<file path="src/rtl/multimode_counter_pkg.sv">
// -----------------------------------------------------------------------------
// counter_defs
// Shared definitions for the multimode counter: the count-mode encoding used
// by the RTL, its interface and the testbench.
// -----------------------------------------------------------------------------
package counter_defs;

    localparam int MODE_W = 2;

    typedef enum logic [MODE_W-1:0] {
        MODE_BIN  = 2'd0,   // plain binary up/down
        MODE_GRAY = 2'd1,   // gray-coded output of an internal binary count
        MODE_RING = 2'd2,   // one-hot rotate left
        MODE_JOHN = 2'd3    // johnson (twisted ring), period 2*WIDTH
    } mode_e;

endpackage : counter_defs

</file>
<file path="src/rtl/multimode_counter_if.sv">
// -----------------------------------------------------------------------------
// multimode_counter_if
// Groups the control inputs and count outputs of multimode_counter.
//   i_en       count enable
//   i_mode     requested count mode (mode_e)
//   i_dir      1 up / 0 down (binary and gray only)
//   i_clr      synchronous clear to the active mode's seed
//   i_load     synchronous load of i_load_val
//   i_load_val load value in the active mode's code
//   o_cnt      count value in the active mode's code
//   o_tc       terminal-count flag (combinational)
//   o_wrap     one-cycle pulse on wrap from terminal to seed
// Modports: master drives controls (bench/user), slave is the counter.
// -----------------------------------------------------------------------------
interface multimode_counter_if
    import counter_defs::*;
#(
    parameter int WIDTH = 4
);
    logic             i_en;
    mode_e            i_mode;
    logic             i_dir;
    logic             i_clr;
    logic             i_load;
    logic [WIDTH-1:0] i_load_val;
    logic [WIDTH-1:0] o_cnt;
    logic             o_tc;
    logic             o_wrap;

    modport master (
        output i_en, i_mode, i_dir, i_clr, i_load, i_load_val,
        input  o_cnt, o_tc, o_wrap
    );

    modport slave (
        input  i_en, i_mode, i_dir, i_clr, i_load, i_load_val,
        output o_cnt, o_tc, o_wrap
    );
endinterface : multimode_counter_if

</file>
<file path="src/rtl/multimode_counter_gray2bin.sv">
// -----------------------------------------------------------------------------
// gray2bin
// Combinational gray-to-binary converter.
//   i_gray  WIDTH-bit gray code
//   o_bin   WIDTH-bit binary equivalent
// Each binary bit is the XOR of the gray bits at and above its position,
// written per bit so no bit depends on another output bit.
// -----------------------------------------------------------------------------
module gray2bin
    import counter_defs::*;
#(
    parameter int WIDTH = 4
) (
    input  logic [WIDTH-1:0] i_gray,
    output logic [WIDTH-1:0] o_bin
);
    generate
        for (genvar gi = 0; gi < WIDTH; gi++) begin : g_bit
            assign o_bin[gi] = ^i_gray[WIDTH-1:gi];
        end
    endgenerate
endmodule : gray2bin

</file>
<file path="src/rtl/multimode_counter.sv">
// -----------------------------------------------------------------------------
// multimode_counter
// WIDTH-bit counter with binary, gray, ring and johnson modes.
//   clk    rising-edge clock
//   rst_n  asynchronous active-low reset
//   bus    multimode_counter_if.slave (controls in, o_cnt/o_tc/o_wrap out)
// Per-edge priority: clear > mode change > load > enable > hold.
// In gray mode the register holds the binary count; o_cnt is its gray image.
// -----------------------------------------------------------------------------
module multimode_counter
    import counter_defs::*;
#(
    parameter int WIDTH = 4
) (
    input  logic                  clk,
    input  logic                  rst_n,
    multimode_counter_if.slave    bus
);
    localparam logic [WIDTH-1:0] ONE      = {{(WIDTH-1){1'b0}}, 1'b1};
    localparam logic [WIDTH-1:0] ALL_ONES = {WIDTH{1'b1}};
    localparam logic [WIDTH-1:0] MSB_ONE  = {1'b1, {(WIDTH-1){1'b0}}};

    mode_e            mode_q, mode_d;
    logic [WIDTH-1:0] cnt_q, cnt_d;
    logic             wrap_q, wrap_d;

    logic [WIDTH-1:0] load_bin;
    logic [WIDTH-1:0] cnt_out;
    logic [WIDTH-1:0] term_val;
    logic [WIDTH-1:0] step_val;
    logic [WIDTH-1:0] seed_cur;
    logic             tc;
    logic             ring_onehot;

    // Seed value in internal representation (gray seed 0 is also binary 0).
    function automatic logic [WIDTH-1:0] seed_of(mode_e m);
        return (m == MODE_RING) ? ONE : '0;
    endfunction

    gray2bin #(.WIDTH(WIDTH)) u_gray2bin (
        .i_gray (bus.i_load_val),
        .o_bin  (load_bin)
    );

    assign seed_cur    = seed_of(mode_q);
    assign cnt_out     = (mode_q == MODE_GRAY) ? (cnt_q ^ (cnt_q >> 1)) : cnt_q;
    assign ring_onehot = (cnt_q != '0) && ((cnt_q & (cnt_q - ONE)) == '0);

    always_comb begin
        term_val = MSB_ONE;
        unique case (mode_q)
            MODE_BIN:  term_val = bus.i_dir ? ALL_ONES : '0;
            MODE_GRAY: term_val = bus.i_dir ? MSB_ONE  : '0;
            default:   term_val = MSB_ONE;
        endcase
    end

    assign tc = (cnt_out == term_val);

    // One enabled step from the current value.
    always_comb begin
        step_val = cnt_q;
        unique case (mode_q)
            MODE_BIN, MODE_GRAY: step_val = bus.i_dir ? (cnt_q + ONE) : (cnt_q - ONE);
            // A corrupted (non one-hot) ring value is repaired rather than rotated.
            MODE_RING:           step_val = ring_onehot ? {cnt_q[WIDTH-2:0], cnt_q[WIDTH-1]} : ONE;
            MODE_JOHN:           step_val = {cnt_q[WIDTH-2:0], ~cnt_q[WIDTH-1]};
            default:             step_val = cnt_q;
        endcase
    end

    always_comb begin
        mode_d = mode_q;
        cnt_d  = cnt_q;
        wrap_d = 1'b0;
        if (bus.i_clr) begin
            cnt_d = seed_cur;
        end else if (bus.i_mode != mode_q) begin
            mode_d = bus.i_mode;
            cnt_d  = seed_of(bus.i_mode);
        end else if (bus.i_load) begin
            cnt_d = (mode_q == MODE_GRAY) ? load_bin : bus.i_load_val;
        end else if (bus.i_en) begin
            cnt_d  = step_val;
            // A wrap is a step out of the terminal value that lands on the seed;
            // a down-count leaving 0 lands on all-ones and is not a wrap.
            wrap_d = tc && (step_val == seed_cur);
        end
    end

    always_ff @(posedge clk or negedge rst_n) begin
        if (!rst_n) begin
            mode_q <= MODE_BIN;
            cnt_q  <= '0;
            wrap_q <= 1'b0;
        end else begin
            mode_q <= mode_d;
            cnt_q  <= cnt_d;
            wrap_q <= wrap_d;
        end
    end

    assign bus.o_cnt  = cnt_out;
    assign bus.o_tc   = tc;
    assign bus.o_wrap = wrap_q;

endmodule : multimode_counter

</file>
<file path="src/flat_wrapper.sv">
// flat-port wrapper written by rule: the top's interface ports become plain ports
module multimode_counter_flat import counter_defs::*;
#(
    parameter int WIDTH = 4
)
  (clk, rst_n, bus_i_en, bus_i_mode, bus_i_dir, bus_i_clr, bus_i_load, bus_i_load_val, bus_o_cnt, bus_o_tc, bus_o_wrap);
  multimode_counter_if #(.WIDTH(WIDTH)) bus_i ();
  input  logic clk;
  input  logic rst_n;
  input wire logic [$bits(bus_i.i_en)-1:0] bus_i_en;
  input wire logic [$bits(bus_i.i_mode)-1:0] bus_i_mode;
  input wire logic [$bits(bus_i.i_dir)-1:0] bus_i_dir;
  input wire logic [$bits(bus_i.i_clr)-1:0] bus_i_clr;
  input wire logic [$bits(bus_i.i_load)-1:0] bus_i_load;
  input wire logic [$bits(bus_i.i_load_val)-1:0] bus_i_load_val;
  output wire logic [$bits(bus_i.o_cnt)-1:0] bus_o_cnt;
  output wire logic [$bits(bus_i.o_tc)-1:0] bus_o_tc;
  output wire logic [$bits(bus_i.o_wrap)-1:0] bus_o_wrap;
  assign bus_i.i_en = bus_i_en;
  assign bus_i.i_mode = bus_i_mode;
  assign bus_i.i_dir = bus_i_dir;
  assign bus_i.i_clr = bus_i_clr;
  assign bus_i.i_load = bus_i_load;
  assign bus_i.i_load_val = bus_i_load_val;
  assign bus_o_cnt = bus_i.o_cnt;
  assign bus_o_tc = bus_i.o_tc;
  assign bus_o_wrap = bus_i.o_wrap;
  multimode_counter #(.WIDTH(WIDTH)) u_core (.clk(clk), .rst_n(rst_n), .bus(bus_i));
endmodule
</file>
<file path="config.mk">
export PLATFORM = sky130hd
export DESIGN_NAME = multimode_counter_flat
export DESIGN_NICKNAME = d
export VERILOG_FILES = /design/src/rtl/multimode_counter_pkg.sv /design/src/rtl/multimode_counter_if.sv /design/src/rtl/multimode_counter_gray2bin.sv /design/src/rtl/multimode_counter.sv /design/src/flat_wrapper.sv
export SDC_FILE = /design/constraint.sdc
export NUM_CORES = 1
export LEC_CHECK = 0
export CAP_MARGIN = 15
export CORE_UTILIZATION = 50
export DETAILED_ROUTE_END_ITERATION = 10
export GPL_ROUTABILITY_DRIVEN = 0
export PLACE_DENSITY = 0.87
export SLEW_MARGIN = 20
export SYNTH_ARGS = -nofsm -noshare
export SYNTH_HDL_FRONTEND = slang
export SYNTH_HIERARCHICAL = 1
export SYNTH_SLANG_ARGS = --single-unit
</file>
<file path="constraint.sdc">
create_clock -name clk -period 4.4 [get_ports clk]
set_clock_uncertainty 0.15 [all_clocks]
set_input_delay 0.88 -clock clk [delete_from_list [all_inputs] [get_ports clk]]
set_output_delay 0.88 -clock clk [all_outputs]
set_load 0.05 [all_outputs]
</file>
==> results.toml <==
[clocking]
cts_root_buf = "clkbuf_4"
numCtsBuffers = 3
clock_sinks = 7
clk_pin_slew_ns = 0.05
cts_tree = "yes"
post_cts_buffers = 0
cts_resized = 0
clockBufferDepth = 2
clkLatencyLatePin_ns = 0.25
cts_hold_buf = 0
cts_max_level = 1

[power_and_ir_drop]
p_comb_share_pct = 48.1
intPower_w = 0.0001580
clkPwrFrac_pct = 22.3
p_sw_share_pct = 40.49
irDropWorstVdd_mv = 0.1132
leakage_nw = 0.4653
power.switching_w = 0.0001075
finalPower_w = 0.0002655
powerDensity_mw_per_mm2 = 241.1
pwr-share-seq_pct = 29.7

[critical_path]
cp-end-kind = "primary output"
rrSetupSlack_ns = 1.86
critPathSlowestCell = "clkdlybuf4s50_1"
path_class = "in -> out"
crit_top_cell = "clkdlybuf4s50_1"
ff2ff_path_depth = 10
crit_buf_inv = 3
critPathLaunchType = "primary input"
worstPathRequired_ns = 3.37
cp.arrival_ns = 2.82
r2r_start = "u_core/cnt_q[2]$_DFFE_PN0P_"
startpoint = "bus_i_dir"
max_stage_delay_ns = 0.79
critPathTopFamily = "buffers and inverters"
cp_max_fo = 7
r2r_end = "u_core/cnt_q[1]$_DFFE_PN0P_"
cp_cell_sequence = "clkdlybuf4s50_1 > nand2b_1 > nor4_1 > o21ai_1 > inv_1 > clkdlybuf4s50_1"
crit_cells = 6

[floorplanning]
row_count = 15
pin_count = 18
dieHeight_um = 44.77
die_w_um = 44.77
core_area_mm2 = 0.001727
design.die.area_mm2 = 0.002004
initial_utilization_pct = 52.97

[logic_synthesis]
yosys.cell_types.count = 36
ys_seq_area_share_pct = 19.15
syn_inst = 120
yosysWarnings = 6
synth_area_um2 = 914.6
yosys-top-cells-area = "dfrtp_1 19%, ha_1 11%, nand2_1 7.0%"
ys_ff_latch = 7
syn_nets = 140
synth_area_per_cell_um2 = 7.622
synth_top_area_share_pct = 19.15
synth_top_cell_by_area = "dfrtp_1"

[worst_hold_path]
holdPathStages = 3
hold_class = "reg -> reg"
min-delay-start = "u_core/mode_q[1]$_DFFE_PN0P_"
holdPathEnd = "u_core/mode_q[1]$_DFFE_PN0P_"

[drt]
post_drt_via_cell_ratio = 5.597
wl_per_cell_um = 12.29
remaining_drc_errors = 0
firstDrtPassIters = 6
vias = 890
drt-initial-drc-count = 35
antenna_left = 0
wirelength_um = 1954

[placement]
post_dp_cell_area_mm2 = 0.001075
dpl.hpwl_um = 1534
port-buffer-count = 17

[grt]
antenna_found_initial = 0
overflow = 0
grt_usage_pct = 22.54
grt_pass1_wl_um = 3305
grt_start_max_net_pins = 17
grt_pass1_vias = 750

[cells_and_area]
num-fill-cells = 153
area_growth_syn_to_layout_pct = 20.38
drive_gt1_share_pct = 8.209
final_area_mm2 = 0.001101
final_cell_mix = "17 x clkdlybuf4s50_1, 17 x nand2_1, 10 x inv_1, 9 x nor2_1, 8 x ha_1"
nets = 155
num_antenna_cells = 0

[timing]
rsz0062_at_grt = "no"
tns_ns = 0
worst_pin_slew_ns = 0.5420
whs_ns = 0.5910
period_share_pct = 87.50
max_freq_mhz = 259.7
slew_viol_final = 0
fin_crit_ns = 3.850
setup_viol = 0
final_hold_viol_count = 0
maxSlewHeadroom_pct = 62.93

[job]
max-cap-violations = 0

[run_status]
outcome = "complete, no violations"
==> cell families after synthesis <==
logic type | synth area share [%]
DFF | 19.15
muxes | 5.882
adders and majority gates | 10.94
buffers and inverters | 10.26
AOI/OAI and AO/OA | 22.44
and+or+nand+nor | 20.93
xor gates and xnor gates | 10.40
==> synthesized netlist by cell type, drive strengths merged <==
cell type / instances
o21ai: 8
nor4: 3
ha: 8
a31oi: 1
a21oi: 5
or2: 1
o2111ai: 2
nand3: 1
nand2: 17
nor2b: 4
buf: 7
nor3: 1
o211ai: 1
o31ai: 3
mux2: 3
xnor2: 4
nor2: 9
a32oi: 1
mux2i: 2
or4: 2
a211oi: 4
dfrtp: 7
a21o: 1
clkbuf: 2
a2111oi: 1
o221ai: 2
xor2: 6
inv: 10
a211o: 1
nand2b: 1
or3: 2
==> how the worst max path moves through the flow <==
stage / to / slack (ns)
floorplan: bus_o_cnt[1] / 1.44
global placement: bus_o_tc / 0.62
detailed placement: bus_o_tc / 0.56
CTS: bus_o_tc / 0.56
global route: bus_o_tc / 0.44
finish: bus_o_tc / 0.55
==> sequential cells by signal, indices dropped and copies added (netlist names) <==
| signal | flops |
|---|---|
| u_core/bus.o_wrap | 1 |
| u_core/mode_q | 2 |
| u_core/cnt_q | 4 |
==> through the flow <==
stage	utilization [%]	setup slack (ns)	cells
2_1_floorplan	-	1.437	120
6_report	63.77	0.5499	159
3_5_place_dp	62.25	0.5576	155
3_3_place_gp	62.25	0.6185	155
4_1_cts	63.77	0.5578	159
5_1_grt	63.77	0.4430	159
==> final cells by class <==
type	instances	area [µm²]	share of cell area, %
clock buffer	4	26.28	2.386
inverter	10	37.54	3.409
multi-input combinational	94	645.6	58.64
sequential	7	175.2	15.91
tap	25	31.28	2.841
timing repair buffer	19	185.2	16.82
==> routing by layer <==
metal  GRT usage (%)  up-vias  part of all wire [%]
li1                -      451                     -
met1           31.83      396                    44
met2           34.12       39                    48
met3           2.800        4                   7.2
met4           10.91        0                   1.0
met5               0        -                     0
==> worst min-delay path, cell delays in order, from the launching register on <==
cell and delay (ns):
dfrtp_1 0.35, buf_4 0.21, nand2_1 0.06, o21ai_0 0.08
==> power by group through the flow <==
stage | Sequential [W] | Combinational [W] | Clock, W
global route | 0.0000798 | 0.000141 | 0.0000662
floorplan | 0.0000730 | 0.0000968 | 0
finish | 0.0000788 | 0.000128 | 0.0000591
global placement | 0.0000796 | 0.000124 | 0
CTS | 0.0000786 | 0.000127 | 0.0000625
detailed placement | 0.0000800 | 0.000127 | 0
Note: power is estimated with default switching activity, not from simulation.
